### config.mk
export PLATFORM = sky130hd
export DESIGN_NAME = alu_share_arbiter
export DESIGN_NICKNAME = d
export VERILOG_FILES = /design/src/rtl/alu_pkg.sv /design/src/rtl/rr_arbiter2.sv /design/src/rtl/alu_share_arbiter.sv
export SDC_FILE = /design/constraint.sdc
export NUM_CORES = 1
export LEC_CHECK = 0
export BUFFER_PORTS_ARGS = -buffer_cell sky130_fd_sc_hd__buf_2
export CORE_AREA = 3 3 122 124
export CTS_BUF_LIST = sky130_fd_sc_hd__clkbuf_16
export DETAILED_ROUTE_END_ITERATION = 8
export DIE_AREA = 0 0 125 127
export PLACE_DENSITY = 0.74
export SLEW_MARGIN = 15
export SYNTH_ARGS = -nofsm -noshare
export SYNTH_HDL_FRONTEND = slang
export SYNTH_HIERARCHICAL = 1
export SYNTH_SLANG_ARGS = --single-unit
### constraint.sdc
create_clock -name clk -period 2.8 [get_ports clk]
set_clock_uncertainty 0.15 [all_clocks]
set_input_delay 0.42 -clock clk [delete_from_list [all_inputs] [get_ports clk]]
set_output_delay 0.42 -clock clk [all_outputs]
set_load 0.01 [all_outputs]
### src/rtl/alu_pkg.sv
// Shared types and constants for the ALU sharing arbiter.
package alu_pkg;

    localparam int unsigned DATA_W_DEF = 32;
    localparam int unsigned OP_W_DEF   = 4;

    // Operation codes as produced by the ALU controller; passed through untouched.
    typedef enum logic [3:0] {
        OpAnd  = 4'b0000,
        OpOr   = 4'b0001,
        OpAdd  = 4'b0010,
        OpSub  = 4'b0011,
        OpSll  = 4'b0100,
        OpSlt  = 4'b0101,
        OpXor  = 4'b0110,
        OpSrl  = 4'b0111,
        OpSra  = 4'b1000,
        OpNor  = 4'b1001,
        OpBeq  = 4'b1010,
        OpBne  = 4'b1011,
        OpSltu = 4'b1100
    } alu_op_t;

    typedef enum logic [1:0] {
        StIdle,
        StExec,
        StResp
    } arb_state_t;

    // A requester may take the ALU unless the other one is also asking and
    // it was not the other one that was served last.
    function automatic logic rr_may_win(logic other_valid, logic other_was_last);
        return ~other_valid | other_was_last;
    endfunction

endpackage

### src/rtl/rr_arbiter2.sv
// Two-way round-robin picker; owns the last-grant pointer.
module rr_arbiter2
    import alu_pkg::*;
(
    input  logic clk,
    input  logic reset,
    input  logic req0,
    input  logic req1,
    input  logic advance,
    input  logic adv_grant,
    output logic avail0,
    output logic avail1
);

    logic last_q;

    // Each avail depends only on the other requester, so a ready never
    // waits on its own valid.
    always_comb begin
        avail0 = rr_may_win(req1, last_q);
        avail1 = rr_may_win(req0, ~last_q);
    end

    always_ff @(posedge clk) begin
        if (reset) begin
            last_q <= 1'b1;
        end else if (advance) begin
            last_q <= adv_grant;
        end
    end

endmodule

### src/rtl/alu_share_arbiter.sv
// Shares one combinational ALU between two requesters with round-robin arbitration.
// Optional grant counters are enabled by defining ALU_SHARE_GRANT_STATS_EN.
module alu_share_arbiter
    import alu_pkg::*;
#(
    parameter int unsigned DATA_W = DATA_W_DEF,
    parameter int unsigned OP_W   = OP_W_DEF
) (
    input  logic              clk,
    input  logic              reset,
    input  logic              req0_valid,
    output logic              req0_ready,
    input  logic [OP_W-1:0]   req0_op,
    input  logic [DATA_W-1:0] req0_a,
    input  logic [DATA_W-1:0] req0_b,
    input  logic              req1_valid,
    output logic              req1_ready,
    input  logic [OP_W-1:0]   req1_op,
    input  logic [DATA_W-1:0] req1_a,
    input  logic [DATA_W-1:0] req1_b,
    output logic              rsp0_valid,
    input  logic              rsp0_ready,
    output logic [DATA_W-1:0] rsp0_result,
    output logic              rsp0_zero,
    output logic              rsp1_valid,
    input  logic              rsp1_ready,
    output logic [DATA_W-1:0] rsp1_result,
    output logic              rsp1_zero,
    output logic [OP_W-1:0]   alu_op,
    output logic [DATA_W-1:0] alu_a,
    output logic [DATA_W-1:0] alu_b,
    input  logic [DATA_W-1:0] alu_result,
    input  logic              alu_zero
`ifdef ALU_SHARE_GRANT_STATS_EN
    ,
    output logic [15:0]       grant_cnt0,
    output logic [15:0]       grant_cnt1
`endif
);

    arb_state_t        state_q;
    logic [OP_W-1:0]   op_q;
    logic [DATA_W-1:0] a_q;
    logic [DATA_W-1:0] b_q;
    logic [DATA_W-1:0] res_q;
    logic              zero_q;
    logic              grant_q;
    logic [1:0]        rsp_valid_q;

    logic avail0;
    logic avail1;
    logic idle;
    logic acc0;
    logic acc1;
    logic accept;
    logic rsp_ready_g;

    rr_arbiter2 u_rr (
        .clk       (clk),
        .reset     (reset),
        .req0      (req0_valid),
        .req1      (req1_valid),
        .advance   (accept),
        .adv_grant (acc1),
        .avail0    (avail0),
        .avail1    (avail1)
    );

    always_comb begin
        idle        = (state_q == StIdle) && !reset;
        req0_ready  = idle && avail0;
        req1_ready  = idle && avail1;
        acc0        = req0_valid && req0_ready;
        acc1        = req1_valid && req1_ready;
        accept      = acc0 || acc1;
        rsp_ready_g = grant_q ? rsp1_ready : rsp0_ready;
    end

    // The ALU only ever sees registered operands, never live requester inputs.
    assign alu_op      = op_q;
    assign alu_a       = a_q;
    assign alu_b       = b_q;

    assign rsp0_valid  = rsp_valid_q[0] && !reset;
    assign rsp1_valid  = rsp_valid_q[1] && !reset;
    assign rsp0_result = res_q;
    assign rsp1_result = res_q;
    assign rsp0_zero   = zero_q;
    assign rsp1_zero   = zero_q;

    always_ff @(posedge clk) begin
        if (reset) begin
            state_q     <= StIdle;
            op_q        <= '0;
            a_q         <= '0;
            b_q         <= '0;
            res_q       <= '0;
            zero_q      <= 1'b0;
            grant_q     <= 1'b0;
            rsp_valid_q <= 2'b00;
        end else begin
            unique case (state_q)
                StIdle: begin
                    if (accept) begin
                        op_q    <= acc1 ? req1_op : req0_op;
                        a_q     <= acc1 ? req1_a  : req0_a;
                        b_q     <= acc1 ? req1_b  : req0_b;
                        grant_q <= acc1;
                        state_q <= StExec;
                    end
                end
                StExec: begin
                    res_q       <= alu_result;
                    zero_q      <= alu_zero;
                    rsp_valid_q <= grant_q ? 2'b10 : 2'b01;
                    state_q     <= StResp;
                end
                StResp: begin
                    if (rsp_ready_g) begin
                        rsp_valid_q <= 2'b00;
                        state_q     <= StIdle;
                    end
                end
                default: begin
                    rsp_valid_q <= 2'b00;
                    state_q     <= StIdle;
                end
            endcase
        end
    end

`ifdef ALU_SHARE_GRANT_STATS_EN
    logic [15:0] grant_cnt0_q;
    logic [15:0] grant_cnt1_q;

    // Saturating accept counters.
    always_ff @(posedge clk) begin
        if (reset) begin
            grant_cnt0_q <= '0;
            grant_cnt1_q <= '0;
        end else begin
            if (acc0 && grant_cnt0_q != 16'hFFFF) begin
                grant_cnt0_q <= grant_cnt0_q + 16'd1;
            end
            if (acc1 && grant_cnt1_q != 16'hFFFF) begin
                grant_cnt1_q <= grant_cnt1_q + 16'd1;
            end
        end
    end

    assign grant_cnt0 = grant_cnt0_q;
    assign grant_cnt1 = grant_cnt1_q;
`endif

endmodule

==> flow_summary.toml <==
[cells_and_area]
post-route-util = 0.519
fin_nets = 1017
regArea_um2 = 2140
area_growth_pct = 27.0
fillers = 1336
layout_commonest_cell = "buf_2"
final_cell_mix = "311 x buf_2, 107 x dfxtp_1, 70 x inv_1"
stdcell_count = 1027
antenna_cells = 0
drive_gt1_frac = 0.486
multiInputGateArea_um2 = 2560

[power]
p_per_area_nw_per_um2 = 581
peakVddDrop_mv = 0.317
p_total_mw = 4.19
clkPwrFrac = 0.312
leakagePower_nw = 3.32
p_int_mw = 2.82
switching_share = 0.327
seqPwrFrac = 0.422
p_comb_frac = 0.265
p_sw_mw = 1.37

[synth]
ys_seq_area_frac = 0.378
synthMuxAreaShare = 0.00176
synth_xor_area_frac = 0
synth.area.top_cells = "dfxtp_1 38%, a221oi_2 18%, a32oi_1 10%, inv_1 4.7%, o21ai_0 4.6%"
synthAdderAreaFrac = 0
yosys.cell_types.count = 26
synth_cells = 615
yosysWarningCount = 6
synth_compound_area_frac = 0.382
yosysTopAreaCell = "dfxtp_1"
synthesis.nets = 790
synth-simple-area-share = 0.0679
synth_area_um2 = 5670
ys_ff_latch = 107
synth_top_area_share = 0.378
avgSynthCellArea_um2 = 9.22
synth_top_family_by_area = "compound AO/OA/AOI/OAI gates"

[outcome]
status = "completed"

[worst_setup_path]
crit_path_start_kind = "flop"
critPathKind = "flop to primary output"
critPathMaxStageDelay_ns = 0.82
arrival_ns = 2.04
crit_chain = "or4b_2 -> inv_12 -> buf_2"
critPathBufInv = 2
worstPathRequired_ns = 2.23
critPathCaptureType = "primary output"
crit_family = "simple AND/OR/NAND/NOR gates"
slowest_stage = "or4b_2"
cp_max_fo = 70

[cts]
tritoncts = "done"
clock_latency_ns = 0.34
clkTransAtPathRegs_ns = 0.07
cts_buffers = 9
root_buffer = "clkbuf_16"
cts_hold_buffers = 0
clock-sinks = 107
cts.path.max_buffers = 2
htreeDepth = 3
cts_resized = 0
post_cts_buffers = 0

[global_route]
grt_pass1_vias = 5512
grt_antenna_before_repair = 0
grt_overflow = 0
grt_use_met3 = 0.0589
grt.busiest_layer = "met2"
grt_max_degree = 109
met1_usage = 0.274
grt_usage = 0.221
grt_pass1_wl_um = 29000
grt_use_met2 = 0.378

[routing]
ant_nets = 0
vias_per_cell = 5.51
routed_wl_um = 18500
vias = 5654
drt_pass1_iterations = 7
drt-initial-drc-count = 449
drcViolationCount = 0
routedWlPerCell_um = 18.0

[timing]
finalHoldViolCount = 0
maxSlewViolCount = 0
tns_ns = 0
worstMarginPinSlew_ns = 1.12
max_freq_ghz = 0.384
finalSetupViolCount = 0
post-route-period-util = 0.930
rsz0062_at_grt = "false"
min_period_ns = 2.61
slew_headroom = 0.254

[place]
dp_cells = 1011
hpwlAfterDp_um = 12300
gp_congestion = 0.842
io_buffers = 312

[floorplanning]
rows = 43
core_region_area_um2 = 13900
dieHeight_um = 127
start_util = 0.409
die_area_um2 = 15900
io_pins = 313
die_x_um = 125

[run]
max_cap_violations = 0

[hold_path]
hold_path.class = "input port to flop"
[worst reg2reg max path, delay by kind of cell (launching register included)]
| family | cells | cell delay [ns] |
|---|---|---|
| AO/OA/AOI/OAI | 2 | 0.45 |
| buffers and inverters | 1 | 0.40 |
| flip-flops | 1 | 0.38 |
| AND/OR/NAND/NOR | 1 | 0.82 |
[sequential cells by signal, summed over array words and instances (netlist names)]
register and cells:
rsp_valid_q 2, state_q 2, u_rr/last_q 1, alu_op 4
rsp0_zero 1, grant_q 1, alu_b 32, rsp0_result 32
alu_a 32
[cell usage after synthesis, drive strengths merged]
library cell / instances
clkbuf: 40
or4b: 1
and2b: 1
buf: 66
a21oi: 36
mux2i: 1
nor4b: 1
a221oi: 68
nand3b: 2
o21ai: 70
a211o: 1
dfxtp: 107
a32oi: 68
nand2: 69
inv: 72
a31o: 1
or2b: 1
nor2b: 6
nand2b: 3
and2: 1
[layout make-up]
class                   count  share of cell area
clock inverters             7              0.0102
flip-flops and latches    107               0.297
inverters                  72              0.0393
multi-input cells         330               0.356
well taps                 180              0.0313
repair buffers            322               0.234
clock buffers               9              0.0313
[logic make-up (layout without fill, tap and decap cells)]
group,after synthesis,in the layout
AND/OR/NAND/NOR,85,85
flip-flops,107,107
multiplexers,1,1
buffers and inverters,178,410
AO/OA/AOI/OAI,244,244
[metrics by stage]
stage	cell area [µm²]	setup slack, ns	hold WS, ns
floorplan	5670	0.739	0.315
global placement	6900	0.414	0.302
detailed placement	6900	0.373	0.311
CTS	7200	0.162	0.139
global route	7200	0.0931	0.148
finish	7200	0.195	0.156
[power groups by stage]
stage               combinational, mW  clock (mW)  sequential, mW
finish                           1.11        1.31            1.77
global route                     1.21        1.41            1.79
CTS                              1.12        1.34            1.77
detailed placement               1.12           0            1.80
global placement                 1.10           0            1.80
floorplan                       0.724           0            1.85
[per-layer routing]
metal  share of wire  vias up
li1                -     2675
met1            0.40     2645
met2            0.49      312
met3           0.095       22
met4           0.016        0
met5               0        -
[final timing paths]
kind | slack [ns] | cells past startpoint | endpoint | from
worst max-delay path | 0.19 | 3 | req0_ready | state_q[1]$_SDFFE_PP0P_
worst min-delay path | 0.16 | 3 | rsp0_result[22]$_SDFFE_PP0N_ | alu_result[22]
worst max register to register | 0.44 | 4 | alu_a[13]$_SDFFE_PP0P_ | state_q[1]$_SDFFE_PP0P_
worst min register to register | 0.32 | 2 | rsp0_result[14]$_SDFFE_PP0N_ | rsp0_result[14]$_SDFFE_PP0N_
Power figures use the tool's default switching activity.
